[src/rtl/pipe_ctrl_pkg.sv]
// Shared definitions for the pipeline hazard controller: state encodings,
// flush-counter width, the bundle of pipeline control strobes and the NOP word.
package pipe_ctrl_pkg;

   typedef enum logic [1:0] {
      CTRL_RUN   = 2'd0,
      CTRL_STALL = 2'd1,
      CTRL_FLUSH = 2'd2,
      CTRL_WAIT  = 2'd3
   } ctrl_state_e;

   // Instruction word that IF/ID takes on a flush (addi x0, x0, 0).
   localparam logic [31:0] INST_NOP = 32'h0000_0013;

   // Width of the flush-cycle down-counter; covers FLUSH_CYCLES up to 15.
   localparam int FCNT_W = 4;

   // Every control strobe the controller drives into the pipeline.
   typedef struct packed {
      logic pc_load;
      logic pc_hold;
      logic if_id_hold;
      logic if_id_flush;
      logic id_ex_flush;
   } ctrl_t;

endpackage

[src/rtl/pipe_ctrl_perf_cnt.sv]
// Free-running performance counter: counts enabled cycles, wraps at 2^CNT_W.
module pipe_ctrl_perf_cnt #(
   parameter int CNT_W = 32
) (
   input  logic             clk,
   input  logic             rst_n,
   input  logic             en_i,
   output logic [CNT_W-1:0] cnt_o
);

   logic [CNT_W-1:0] cnt_q;
   logic [CNT_W-1:0] cnt_d;

   // Next count: advance by one when enabled, natural wrap on overflow.
   always_comb begin
      cnt_d = cnt_q;
      if (en_i) begin
         cnt_d = cnt_q + CNT_W'(1);
      end
   end

   // Count register, cleared asynchronously.
   always_ff @(posedge clk or negedge rst_n) begin
      if (!rst_n) begin
         cnt_q <= '0;
      end else begin
         cnt_q <= cnt_d;
      end
   end

   assign cnt_o = cnt_q;

endmodule

[src/rtl/pipe_ctrl.sv]
// Hazard and sequencing controller for the 5-stage core. Arbitrates redirect,
// busy EX unit and load-use hazards (in that priority) into hold/flush strobes
// for the PC, IF/ID and ID/EX registers, and counts lost cycles.
module pipe_ctrl #(
   parameter int FLUSH_CYCLES = 1,
   parameter int CNT_W        = 32
) (
   input  logic             clk,
   input  logic             rst_n,
   input  logic             jump_en_i,
   input  logic [31:0]      jump_addr_i,
   input  logic             busy_i,
   input  logic             load_use_i,
   output logic             pc_load_o,
   output logic [31:0]      pc_target_o,
   output logic             pc_hold_o,
   output logic             if_id_hold_o,
   output logic             if_id_flush_o,
   output logic             id_ex_flush_o,
   output logic [1:0]       state_o,
   output logic [CNT_W-1:0] stall_cnt_o,
   output logic [CNT_W-1:0] flush_cnt_o
);

   import pipe_ctrl_pkg::*;

   // Value loaded into the flush counter on a redirect; the redirect cycle
   // itself is the first flush cycle, so FLUSH covers the remainder.
   localparam logic [FCNT_W-1:0] RELOAD = FCNT_W'(FLUSH_CYCLES - 1);

   ctrl_state_e       state_q, state_d;
   logic [FCNT_W-1:0] cnt_q, cnt_d;
   ctrl_t             ctrl;

   // State and flush counter registers; reset forces RUN at once.
   always_ff @(posedge clk or negedge rst_n) begin
      if (!rst_n) begin
         state_q <= CTRL_RUN;
         cnt_q   <= '0;
      end else begin
         state_q <= state_d;
         cnt_q   <= cnt_d;
      end
   end

   // Next-state and control strobes. A redirect wins in every state; busy and
   // load-use are only honoured where the offending instruction survives.
   always_comb begin
      ctrl    = '0;
      state_d = state_q;
      cnt_d   = cnt_q;
      if (jump_en_i) begin
         ctrl.pc_load     = 1'b1;
         ctrl.if_id_flush = 1'b1;
         ctrl.id_ex_flush = 1'b1;
         if (FLUSH_CYCLES > 1) begin
            state_d = CTRL_FLUSH;
            cnt_d   = RELOAD;
         end else begin
            state_d = CTRL_RUN;
         end
      end else begin
         case (state_q)
            CTRL_RUN: begin
               if (busy_i) begin
                  ctrl.pc_hold     = 1'b1;
                  ctrl.if_id_hold  = 1'b1;
                  ctrl.id_ex_flush = 1'b1;
                  state_d          = CTRL_WAIT;
               end else if (load_use_i) begin
                  ctrl.pc_hold     = 1'b1;
                  ctrl.if_id_hold  = 1'b1;
                  ctrl.id_ex_flush = 1'b1;
                  state_d          = CTRL_STALL;
               end
            end
            // One bubble already inserted; never stall twice in a row.
            CTRL_STALL: begin
               state_d = CTRL_RUN;
            end
            CTRL_FLUSH: begin
               ctrl.if_id_flush = 1'b1;
               ctrl.id_ex_flush = 1'b1;
               cnt_d            = cnt_q - FCNT_W'(1);
               if (cnt_q <= FCNT_W'(1)) begin
                  state_d = CTRL_RUN;
               end
            end
            CTRL_WAIT: begin
               if (busy_i) begin
                  ctrl.pc_hold     = 1'b1;
                  ctrl.if_id_hold  = 1'b1;
                  ctrl.id_ex_flush = 1'b1;
               end else begin
                  state_d = CTRL_RUN;
               end
            end
            default: begin
               state_d = CTRL_RUN;
            end
         endcase
      end
   end

   // Outputs are gated by reset so they drop the instant reset asserts,
   // even while hazard inputs are still active.
   assign pc_load_o     = rst_n & ctrl.pc_load;
   assign pc_hold_o     = rst_n & ctrl.pc_hold;
   assign if_id_hold_o  = rst_n & ctrl.if_id_hold;
   assign if_id_flush_o = rst_n & ctrl.if_id_flush;
   assign id_ex_flush_o = rst_n & ctrl.id_ex_flush;
   assign pc_target_o   = rst_n ? jump_addr_i : 32'h0;
   assign state_o       = state_q;

   pipe_ctrl_perf_cnt #(.CNT_W(CNT_W)) u_stall_cnt (
      .clk   (clk),
      .rst_n (rst_n),
      .en_i  (pc_hold_o),
      .cnt_o (stall_cnt_o)
   );

   pipe_ctrl_perf_cnt #(.CNT_W(CNT_W)) u_flush_cnt (
      .clk   (clk),
      .rst_n (rst_n),
      .en_i  (if_id_flush_o),
      .cnt_o (flush_cnt_o)
   );

endmodule

[config.mk]
export PLATFORM = sky130hd
export DESIGN_NAME = pipe_ctrl
export DESIGN_NICKNAME = d
export VERILOG_FILES = /design/src/rtl/pipe_ctrl_pkg.sv /design/src/rtl/pipe_ctrl_perf_cnt.sv /design/src/rtl/pipe_ctrl.sv
export SDC_FILE = /design/constraint.sdc
export NUM_CORES = 1
export LEC_CHECK = 0
export ABC_AREA = 1
export BUFFER_PORTS_ARGS = -buffer_cell sky130_fd_sc_hd__buf_2
export CORE_MARGIN = 5
export CORE_UTILIZATION = 50
export CTS_CLUSTER_DIAMETER = 120
export DETAILED_ROUTE_END_ITERATION = 12
export GPL_ROUTABILITY_DRIVEN = 1
export PLACE_DENSITY = 0.79
export SLEW_MARGIN = 30
export SYNTH_ARGS = -nofsm -noshare
export SYNTH_HDL_FRONTEND = slang
export SYNTH_SLANG_ARGS = --single-unit
[constraint.sdc]
create_clock -name clk -period 2.08 [get_ports clk]
set_input_delay 0.416 -clock clk [delete_from_list [all_inputs] [get_ports clk]]
set_output_delay 0.416 -clock clk [all_outputs]
set_load 0.01 [all_outputs]
==> results.md <==
| Quantity | Value | Unit |
| --- | --- | --- |
| Filler cell count | 697 | - |
| Reg-to-Reg End | u_stall_cnt.cnt_o[29] | - |
| DRT iter0 DRCs | 161 | - |
| Vert. Die Dim | 102 | um |
| Average wire length per cell after detail routing | 13.7 | um |
| Worst Setup End Kind | output port | - |
| Final RePlAce weighted congestion | 0.870 | - |
| Clock slew at reported path FFs | 0.07 | ns |
| Met2 Track Usage GR | 39.1 | % |
| Top Usage Layer GRT | met2 | - |
| Sw frac | 34.0 | % |
| Die outline width | 102 | um |
| Most common cell after layout, fill and taps aside | nand2_1 | - |
| First-pass DRT Iterations | 4 | - |
| Final number of hold-violating endpoints | 0 | - |
| Met3 Track Usage GR | 4.98 | % |
| DR DRC count | 0 | - |
| Setup repair after global routing missed its margin | yes | - |
| Initial antenna violation count | 0 | - |
| Via count of the first global-routing pass | 4190 | - |
| Mapped cell area | 4260 | um^2 |
| Inserted Clock Buffers | 9 | - |
| Cell chosen for the clock root | clkbuf_8 | - |
| Total wirelength of the detailed-routed design | 11.4 | mm |
| Sequential fraction of design power | 47.0 | % |
| Critical Path RT | 1.66 | ns |
| Global-route congestion overflow total | 0 | - |
| Net switching power | 1.22 | mW |
| FFs w/ async S/R, synth | 100 | % |
| IO buf count | 139 | - |
| Final setup margin | 0.00912 | ns |
| Max Fanout on Critical Path | 3 | - |
| Htree depth | 3 | - |
| Maximum number of pins on one net before global-route repair | 49 | - |
| Number of buffers between clock root and the deepest sink | 2 | - |
| Wire length of the first global-routing pass | 18.7 | mm |
| Min-Delay Path Class | input port to async pin | - |
| # Max-Cap Violations | 0 | - |
| Leakage power figure | 3.02 | nW |
| Total of endpoints with negative setup slack in the final report | 0 | - |
| Cell taking the most area after synthesis | dfrtp_1 | - |
| Max VDD drop | 0.344 | mV |
| Setup crit start | state_o[0] | - |
| Setup slack at placement | 0.0489 | ns |
| R2R Path Start | state_o[0] | - |
| Critical Path Source Type | flop | - |
| Number of flops mapped to enable cells by yosys | 0 | - |
| Clock net sink count | 70 | - |
| Power per Cell Area | 669 | nW/um^2 |
| Final worst-path cycle share | 99.6 | % |
| Worst slew margin relative to its limit | 58.5 | % |
| Number of placed I/O pins | 140 | - |
| Max Fclk | 483 | MHz |
| Data arrival time of the critical path | 1.65 | ns |
| Number of warning messages in the yosys log | 0 | - |
| Length in cells of the worst reg-to-reg path | 12 | - |
| Status | complete, no violations | - |
| Portion of the post-synthesis area used by sequential elements | 41.1 | % |
| Average cell area after synthesis | 7.58 | um^2 |
| Most frequent cells in the layout | nand2_1, buf_2, inv_1, dfrtp_1, nor2_1 | - |
| Initial standard-cell utilization of the core | 51.6 | % |
| Number of standard cells after synthesis | 562 | - |
| Final worst clock skew | 0.00730 | ns |
| Routed vias | 4115 | - |
| Combinational Power Share | 25.7 | % |
| Biggest area contributors in the synthesized netlist | dfrtp_1, nand2_1, inv_1 | - |
| Cell-internal power | 2.36 | mW |
| Area of the core | 8260 | um^2 |
| Final slew viol count | 0 | - |
| Number of rows in the core area | 33 | - |
| Crit Path Category | flop to output port | - |
| Number of nets produced by synthesis | 608 | - |
| Number of vias per cell after detailed routing | 4.98 | - |
| Area enclosed by the die boundary | 10500 | um^2 |
| Part of the total power dissipated in the clock network | 27.3 | % |
| TritonCTS clock tree | done | - |
| Register-to-Register Setup Slack | 0.20 | ns |
| Overall routing resource usage | 22.5 | % |
| Proportion of layout cells with a drive suffix above 1 | 27.7 | % |
| Net count of the finished layout | 763 | - |
| Share of the synthesized area in the top cell type | 41.1 | % |
| Antenna Cells | 0 | - |
| Global-route track usage on met1 | 26.6 | % |
| Worst-margin pin slew | 0.623 | ns |
| Latest clock arrival within the worst-skew pair | 0.35 | ns |
| Synthesized flop and latch total | 70 | - |
| Clock period minus worst slack | 2.07 | ns |
| DPL Wire Length | 8.88 | mm |
| Share of the core filled with cells | 64.8 | % |
| Predominant post-synthesis flop cell | dfrtp_1 | - |
| Post-synthesis to final-layout area growth | 25.5 | % |
| Number of library cell types mapped by synthesis | 31 | - |
| Antenna Nets Post-Route | 0 | - |
==> layer usage <==
metal  up-vias  routed length (um)
met2       137                5630
met5         -                   0
met1      1924                4700
li1       2029                   -
met3        25                 729
met4         0                 307
==> worst max-delay path, cell delays in order, from the launching register on <==
cell	delay, ns
dfrtp_1	0.38
buf_6	0.11
ha_1	0.14
nand2_1	0.09
nand2_2	0.09
nand2_2	0.06
a21oi_2	0.12
nor2_1	0.05
nor2_1	0.12
buf_2	0.15
==> synthesized netlist by cell type, types with 2 or more instances <==
| cell type | number |
|---|---|
| buf_4 | 3 |
| clkbuf_1 | 3 |
| dfrtp_1 | 70 |
| ha_1 | 9 |
| inv_1 | 89 |
| nand2_1 | 190 |
| nand2_2 | 2 |
| nand3_1 | 31 |
| nand3_4 | 4 |
| nand3b_1 | 12 |
| nand4_1 | 18 |
| nor2_1 | 51 |
| nor2_2 | 9 |
| nor2_4 | 7 |
| nor3_1 | 5 |
| nor3b_1 | 2 |
| o21ai_0 | 4 |
| xnor2_1 | 20 |
| xor2_1 | 21 |
==> through the flow <==
step / area [um^2] / cells / setup TNS [ns] / power, mW / hold slack [ns]
2_1_floorplan: 4260 / 562 / 0 / 2.18 / 0.120
3_3_place_gp: 5070 / 804 / 0 / 2.48 / 0.255
4_1_cts: 5300 / 824 / -0.00814 / 3.55 / 0.0788
3_5_place_dp: 5070 / 804 / 0 / 2.53 / 0.257
5_1_grt: 5350 / 827 / -0.109 / 3.76 / 0.0907
6_report: 5350 / 827 / 0 / 3.58 / 0.0887
==> sequential cells by signal, summed over array words and instances (netlist names) <==
| register | flops |
|---|---|
| u_stall_cnt.cnt_o | 32 |
| state_o | 2 |
| u_flush_cnt.cnt_o | 32 |
| cnt_q | 4 |
==> cell families after synthesis <==
logic type                 Yosys count  share of synthesized area [%]
and+or+nand+nor                    338                           37.5
buffers and inverters               97                           9.37
DFF                                 70                           41.1
xor gates and xnor gates            41                           8.43
adders and majority gates            9                           2.64
AOI/OAI and AO/OA                    7                          0.940
==> power groups by stage <==
| stage | Sequential [mW] | Clock [mW] | Combinational, mW |
|---|---|---|---|
| floorplan | 1.72 | 0 | 0.458 |
| global placement | 1.69 | 0 | 0.785 |
| detailed placement | 1.70 | 0 | 0.823 |
| CTS | 1.68 | 0.982 | 0.887 |
| global route | 1.70 | 1.03 | 1.02 |
| finish | 1.68 | 0.976 | 0.920 |
==> worst max-delay path by stage <==
| stage | endpoint | cells after the start |
|---|---|---|
| final | id_ex_flush_o | 9 |
| after global routing | id_ex_flush_o | 9 |
| after CTS | id_ex_flush_o | 9 |
| after detailed placement | if_id_hold_o | 5 |
| after global placement | if_id_hold_o | 5 |
| after floorplan | pc_hold_o | 6 |
==> final cells by class <==
cell class	instances	area, um^2	share of cell area [%]
repair buffers	152	815	15.2
flip-flops and latches	70	1750	32.8
well taps	105	131	2.46
multi-input cells	395	2150	40.2
clock buffers	12	145	2.71
inverters	89	334	6.25
clock inverters	4	22.5	0.421
==> what timing repair did <==
action | 4_1_cts | 5_1_grt
hold buffers | 1 | 0
cloned | 0 | 0
hold endpoints to repair | 6 | 0
pin swaps | 5 | 5
setup buffers | 3 | 3
endpoints found under the setup margin | 3 | 4
gates resized for setup | 7 | 6
Power figures use the tool's default switching activity.
